--- src/rtl/par8_slave.sv ---
// -----------------------------------------------------------------------------
// par8_slave
//
// Slave side of the par8 byte-wide strobe bus. The master drives a slow strobe
// (bus_clk), a direction bit (bus_rnw) and a data byte, all asynchronous to
// clk. Every pin is brought into the clk domain by a 2-flop synchronizer. The
// strobe edges are recovered from one further register.
//
// The link has to be framed before any data moves. A small FSM watches the
// write data while the strobe is high. It looks for SYNC0 followed by SYNC1.
// Once it is SYNCED it stays there until reset.
//   - Write: a rising strobe edge with rnw=0 captures a byte. The byte appears
//     on rx_data together with a one-cycle rx_valid pulse.
//   - Read: a falling strobe edge with rnw=1 loads bus_data_out.
//       * If tx_valid is high, the byte comes from tx_data and tx_ready pulses.
//       * If tx_valid is low, the byte is 8'h00 and tx_underrun is set. The
//         underrun flag is sticky until reset.
//
// Build option:
//   PAR8_STATS_EN  When defined, rx_count and tx_count are live 16-bit
//                  wrapping byte counters. When undefined, both outputs are
//                  tied to zero.
//
// Parameters:
//   SYNC0, SYNC1   The two framing bytes, expected in this order.
//
// Ports:
//   clk            System clock
//   reset          Asynchronous reset, active low
//   bus_clk        Strobe from the master (asynchronous)
//   bus_rnw        Direction from the master: 1 = master reads, 0 = master writes
//   bus_data_in    Byte from the master pads
//   bus_data_out   Byte driven toward the master pads
//   bus_data_oe    Enable for the external pad tristate buffer
//   synced         High while the framing sequence has been seen
//   rx_data        Last byte received
//   rx_valid       One-cycle strobe that qualifies rx_data
//   tx_data        Byte offered for the next master read
//   tx_valid       tx_data holds a byte
//   tx_ready       One-cycle strobe: tx_data was taken this cycle
//   tx_underrun    Sticky flag: a read found tx_valid low
//   rx_count       Count of received bytes (zero unless PAR8_STATS_EN)
//   tx_count       Count of transmitted bytes (zero unless PAR8_STATS_EN)
// -----------------------------------------------------------------------------
module par8_slave #(
    parameter logic [7:0] SYNC0 = 8'hB8,
    parameter logic [7:0] SYNC1 = 8'h8B
) (
    input  logic        clk,
    input  logic        reset,
    input  logic        bus_clk,
    input  logic        bus_rnw,
    input  logic [7:0]  bus_data_in,
    output logic [7:0]  bus_data_out,
    output logic        bus_data_oe,
    output logic        synced,
    output logic [7:0]  rx_data,
    output logic        rx_valid,
    input  logic [7:0]  tx_data,
    input  logic        tx_valid,
    output logic        tx_ready,
    output logic        tx_underrun,
    output logic [15:0] rx_count,
    output logic [15:0] tx_count
);

    typedef enum logic [1:0] {
        UNSYNC = 2'd0,
        SAW0   = 2'd1,
        SYNCED = 2'd2
    } sync_state_t;

    // -------------------------------------------------------------------------
    // Input synchronizers
    // -------------------------------------------------------------------------
    logic       clk_meta_reg;
    logic       s_clk_reg;
    logic       s_clk_d_reg;   // third stage on the strobe, used only for edge detection
    logic       rnw_meta_reg;
    logic       s_rnw_reg;
    logic [7:0] s_data;

    always_ff @(posedge clk or negedge reset) begin
        if (!reset) begin
            clk_meta_reg <= 1'b0;
            s_clk_reg    <= 1'b0;
            s_clk_d_reg  <= 1'b0;
            rnw_meta_reg <= 1'b0;
            s_rnw_reg    <= 1'b0;
        end else begin
            clk_meta_reg <= bus_clk;
            s_clk_reg    <= clk_meta_reg;
            s_clk_d_reg  <= s_clk_reg;
            rnw_meta_reg <= bus_rnw;
            s_rnw_reg    <= rnw_meta_reg;
        end
    end

    // The data byte is synchronized bit by bit. The master holds the data
    // stable around the strobe edge that samples it. The strobe and the data
    // go through the same number of stages, so any skew between bits has
    // settled before a sampling edge is seen.
    genvar gi;
    generate
        for (gi = 0; gi < 8; gi++) begin : g_data_sync
            logic meta_reg;
            logic sync_reg;

            always_ff @(posedge clk or negedge reset) begin
                if (!reset) begin
                    meta_reg <= 1'b0;
                    sync_reg <= 1'b0;
                end else begin
                    meta_reg <= bus_data_in[gi];
                    sync_reg <= meta_reg;
                end
            end

            assign s_data[gi] = sync_reg;
        end
    endgenerate

    logic clk_rise;
    logic clk_fall;

    assign clk_rise =  s_clk_reg && !s_clk_d_reg;
    assign clk_fall = !s_clk_reg &&  s_clk_d_reg;

    // -------------------------------------------------------------------------
    // Framing FSM and bus transfer logic
    // -------------------------------------------------------------------------
    sync_state_t state_reg;
    logic [7:0]  rx_data_reg;
    logic        rx_valid_reg;
    logic [7:0]  bus_data_out_reg;
    logic        bus_data_oe_reg;
    logic        tx_ready_reg;
    logic        tx_underrun_reg;

    always_ff @(posedge clk or negedge reset) begin
        if (!reset) begin
            state_reg        <= UNSYNC;
            rx_data_reg      <= 8'h00;
            rx_valid_reg     <= 1'b0;
            bus_data_out_reg <= 8'h00;
            bus_data_oe_reg  <= 1'b0;
            tx_ready_reg     <= 1'b0;
            tx_underrun_reg  <= 1'b0;
        end else begin
            rx_valid_reg    <= 1'b0;
            tx_ready_reg    <= 1'b0;
            bus_data_oe_reg <= s_rnw_reg && (state_reg == SYNCED);

            // The FSM checks the data level while the strobe is high. It does
            // not wait for an edge. A master that holds the strobe high and
            // only changes the data can therefore still frame the link.
            if (s_clk_reg && !s_rnw_reg) begin
                case (state_reg)
                    UNSYNC: begin
                        if (s_data == SYNC0) begin
                            state_reg <= SAW0;
                        end
                    end
                    SAW0: begin
                        if (s_data == SYNC1) begin
                            state_reg <= SYNCED;
                        end else if (s_data != SYNC0) begin
                            state_reg <= UNSYNC;
                        end
                    end
                    SYNCED: begin
                        state_reg <= SYNCED;
                    end
                    default: begin
                        state_reg <= UNSYNC;
                    end
                endcase
            end

            // These tests use the current state, not the next one. The edge
            // that completes framing is therefore not reported as a data byte.
            if (state_reg == SYNCED) begin
                if (clk_rise && !s_rnw_reg) begin
                    rx_data_reg  <= s_data;
                    rx_valid_reg <= 1'b1;
                end

                if (clk_fall && s_rnw_reg) begin
                    if (tx_valid) begin
                        bus_data_out_reg <= tx_data;
                        tx_ready_reg     <= 1'b1;
                    end else begin
                        bus_data_out_reg <= 8'h00;
                        tx_underrun_reg  <= 1'b1;
                    end
                end
            end
        end
    end

    assign synced       = (state_reg == SYNCED);
    assign rx_data      = rx_data_reg;
    assign rx_valid     = rx_valid_reg;
    assign bus_data_out = bus_data_out_reg;
    assign bus_data_oe  = bus_data_oe_reg;
    assign tx_ready     = tx_ready_reg;
    assign tx_underrun  = tx_underrun_reg;

    // -------------------------------------------------------------------------
    // Optional byte counters
    // -------------------------------------------------------------------------
`ifdef PAR8_STATS_EN
    logic [15:0] rx_count_reg;
    logic [15:0] tx_count_reg;

    // Each counter steps on the cycle after its strobe. Both wrap naturally
    // from 16'hFFFF to zero.
    always_ff @(posedge clk or negedge reset) begin
        if (!reset) begin
            rx_count_reg <= 16'h0000;
            tx_count_reg <= 16'h0000;
        end else begin
            if (rx_valid_reg) begin
                rx_count_reg <= rx_count_reg + 16'd1;
            end
            if (tx_ready_reg) begin
                tx_count_reg <= tx_count_reg + 16'd1;
            end
        end
    end

    assign rx_count = rx_count_reg;
    assign tx_count = tx_count_reg;
`else
    assign rx_count = 16'h0000;
    assign tx_count = 16'h0000;
`endif

endmodule

--- config.mk ---
export PLATFORM = sky130hd
export DESIGN_NAME = par8_slave
export DESIGN_NICKNAME = d
export VERILOG_FILES = /design/src/rtl/par8_slave.sv
export SDC_FILE = /design/constraint.sdc
export NUM_CORES = 1
export LEC_CHECK = 0
export CORE_UTILIZATION = 37
export DETAILED_ROUTE_END_ITERATION = 7
export PLACE_DENSITY = 0.83
export SYNTH_ARGS = -nofsm -noshare
export SYNTH_HDL_FRONTEND = slang
export SYNTH_SLANG_ARGS = --single-unit
--- constraint.sdc ---
create_clock -name clk -period 1.45 [get_ports clk]
set_clock_uncertainty 0.1 [all_clocks]
set_input_delay 0.2175 -clock clk [delete_from_list [all_inputs] [get_ports clk]]
set_output_delay 0.2175 -clock clk [all_outputs]
set_load 0.005 [all_outputs]
==> impl_metrics.json <==
{
  "r2r-start": "state_reg[0]",
  "synth_cell_types": 24,
  "p_seq_share_pct": 54.2,
  "vdd_drop_max_mv": 0.5326,
  "switchingPower_mw": 0.4435,
  "critPathKind": "reg -> reg",
  "rsz0062_at_grt": "yes",
  "path_max_fanout": 5,
  "end_kind": "flip-flop",
  "r2r_setup_slack_ps": -50,
  "first_global_vias": 884,
  "die_area_sq_um": 4874,
  "met2_length_microns": 1311,
  "crit_chain": "nor2b_4 -> nor3b_4 -> buf_6 -> mux2_4",
  "core_sq_um": 4384,
  "dr_wl_met3_microns": 120,
  "finalSetupViolations": 8,
  "yosys_register_bits": 43,
  "place_hpwl_microns": 1790,
  "startpoint_type": "flip-flop",
  "cpPeakStageDelay_ps": 420,
  "antenna_left": 0,
  "routedWlPerCell_microns": 10.48,
  "internal_power_mw": 1.852,
  "via_per_inst": 4.034,
  "timing.final.crit_share_pct": 103.5,
  "setup_tns_ps": -312.7,
  "finalInstanceArea_sq_um": 2305,
  "dr.pass1.iters": 4,
  "clk_pin_slew_ps": 80,
  "final_common_cell": "dfrtp_1",
  "final_nets": 206,
  "die_x_microns": 69.82,
  "hold_viol": 0,
  "cts.sink_count": 43,
  "critical-path-slowest-cell": "dfrtp_1",
  "fmax_mhz": 666.3,
  "cts_buffers": 5,
  "hold_path_class": "reg -> reg",
  "top_layer_used": "met4",
  "grt_pass1_wl_microns": 4077,
  "htreeDepth": 2,
  "cts_buffer_depth": 2,
  "hold_path_end": "g_data_sync[7].sync_reg",
  "wl_microns": 2495,
  "swShare_pct": 19.32,
  "worst_slack_ps": -50.75,
  "vias": 960,
  "final_cell_mix": "dfrtp_1 (43), conb_1 (32), clkdlybuf4s50_1 (20)",
  "fin_crit_ps": 1501,
  "netlist_area_sq_um": 1702,
  "worstPathRequired_ps": 1520,
  "r2r_end": "rx_data[4]",
  "rows": 24,
  "ff2ff_path_depth": 4,
  "p_leak_nw": 1.192,
  "cts-root-buf": "clkbuf_8",
  "grt_overflow_total": 0,
  "power_density_nw_per_um2": 995.8,
  "grt_antenna_before_repair": 0,
  "synth_ff_type": "dfrtp_1",
  "initial_core_util_pct": 38.81,
  "final_layout_size_suffix_gt1_share_pct": 18.28,
  "postSynthCellCount": 129,
  "antenna_cells": 0,
  "grt_max_degree": 44,
  "synth_edf_count": 0,
  "p_comb_share_pct": 5.5,
  "place_congestion": 0.7162,
  "finalHoldWorstSlack_ps": 249.6,
  "area_growth_pct": 35.44,
  "power_frac_clock_pct": 40.3,
  "run_status": "finished, violations left",
  "placed_area_sq_um": 2103,
  "met1Wirelength_microns": 1041,
  "grt_usage_pct": 11.03,
  "avgSynthCellArea_sq_um": 13.19,
  "fp.dieH_microns": 69.82,
  "cts_tree": "yes",
  "synth_warnings": 0,
  "hold_path_startpoint": "g_data_sync[7].meta_reg",
  "io_pins": 74,
  "violations": "negative setup slack",
  "drt_iter0_markers": 95,
  "drv_cap": 0,
  "worst_ep_arrival_time_ps": 1570,
  "hold_depth": 0,
  "io_buffer_count": 41,
  "ys_async_sr_fraction_pct": 100.0,
  "insertion_delay_ps": 290,
  "ys_seq_area_share_pct": 63.24,
  "final_max_slew_viol_count": 0,
  "drc_errors": 0
}
==> cell families after synthesis <==
group | after synthesis | share of synthesized area (%)
multiplexers | 16 | 10.00
AND/OR/NAND/NOR | 22 | 7.942
AO/OA/AOI/OAI | 3 | 1.177
flip-flops | 43 | 63.24
other | 1 | 0.2204
buffers and inverters | 44 | 17.43
==> cell usage after synthesis (8+ instances only) <==
library cell	instances	area [sq um]
inv_1	9	33.78
dfrtp_1	43	1076
buf_4	33	247.7
mux2i_1	8	80.08
mux2_2	8	90.09
nand2_1	10	37.54
==> power groups by stage <==
| stage | logic (mW) | clock network [mW] | registers, mW |
|---|---|---|---|
| after global placement | 0.121 | 0 | 1.26 |
| final | 0.127 | 0.924 | 1.24 |
| after floorplan | 0.0953 | 0 | 1.26 |
| after detailed placement | 0.123 | 0 | 1.27 |
| after CTS | 0.127 | 0.952 | 1.24 |
| after global routing | 0.143 | 1.01 | 1.25 |
==> metrics by stage <==
| step | utilization, % | setup WS, ps | power, mW | cells |
|---|---|---|---|---|
| floorplan | - | 34.26 | 1.357 | 160 |
| global placement | 47.97 | 2.622 | 1.385 | 225 |
| CTS | 50.88 | -29.81 | 2.321 | 236 |
| global route | 52.57 | -85.09 | 2.404 | 238 |
| detailed placement | 47.97 | -34.26 | 1.388 | 225 |
| finish | 52.57 | -50.75 | 2.295 | 238 |
==> final cells by class <==
| cell class | instances | area, sq um |
|---|---|---|
| clock inverters | 2 | 35.03 |
| clock buffers | 6 | 82.58 |
| inverters | 9 | 33.78 |
| flip-flops and latches | 43 | 1076 |
| repair buffers | 53 | 513.0 |
| well taps | 52 | 65.06 |
| multi-input cells | 73 | 499.2 |
| fillers | 373 | 2079 |
==> routing by layer <==
| layer | track usage (%) | vias up |
|---|---|---|
| li1 | - | 454 |
| met1 | 13.70 | 462 |
| met2 | 17.09 | 40 |
| met3 | 3.924 | 4 |
| met4 | 5.333 | 0 |
| met5 | 0 | - |
==> worst max-delay path by stage <==
stage,from,to
final,state_reg[0],rx_data[4]
after global routing,state_reg[0],rx_data[4]
after CTS,state_reg[0],rx_data[4]
after detailed placement,s_rnw_reg,rx_data[4]
after global placement,s_rnw_reg,rx_data[6]
after floorplan,s_rnw_reg,rx_data[0]
==> timing repair <==
item | 4_1_cts | 5_1_grt
hold endpoints to repair | 43 | 0
gates resized for setup | 19 | 16
hold buffers | 1 | 0
buffers inserted | 2 | 1
setup endpoints to repair | 26 | 12
gates cloned | 0 | 1
==> worst max-delay path, delay by kind of cell, from the launching register on <==
kind | cells | cell delay (ps)
simple gates | 2 | 400
mux | 1 | 300
buf+inv | 1 | 170
flops | 1 | 420
Note: power is estimated with default switching activity, not from simulation.
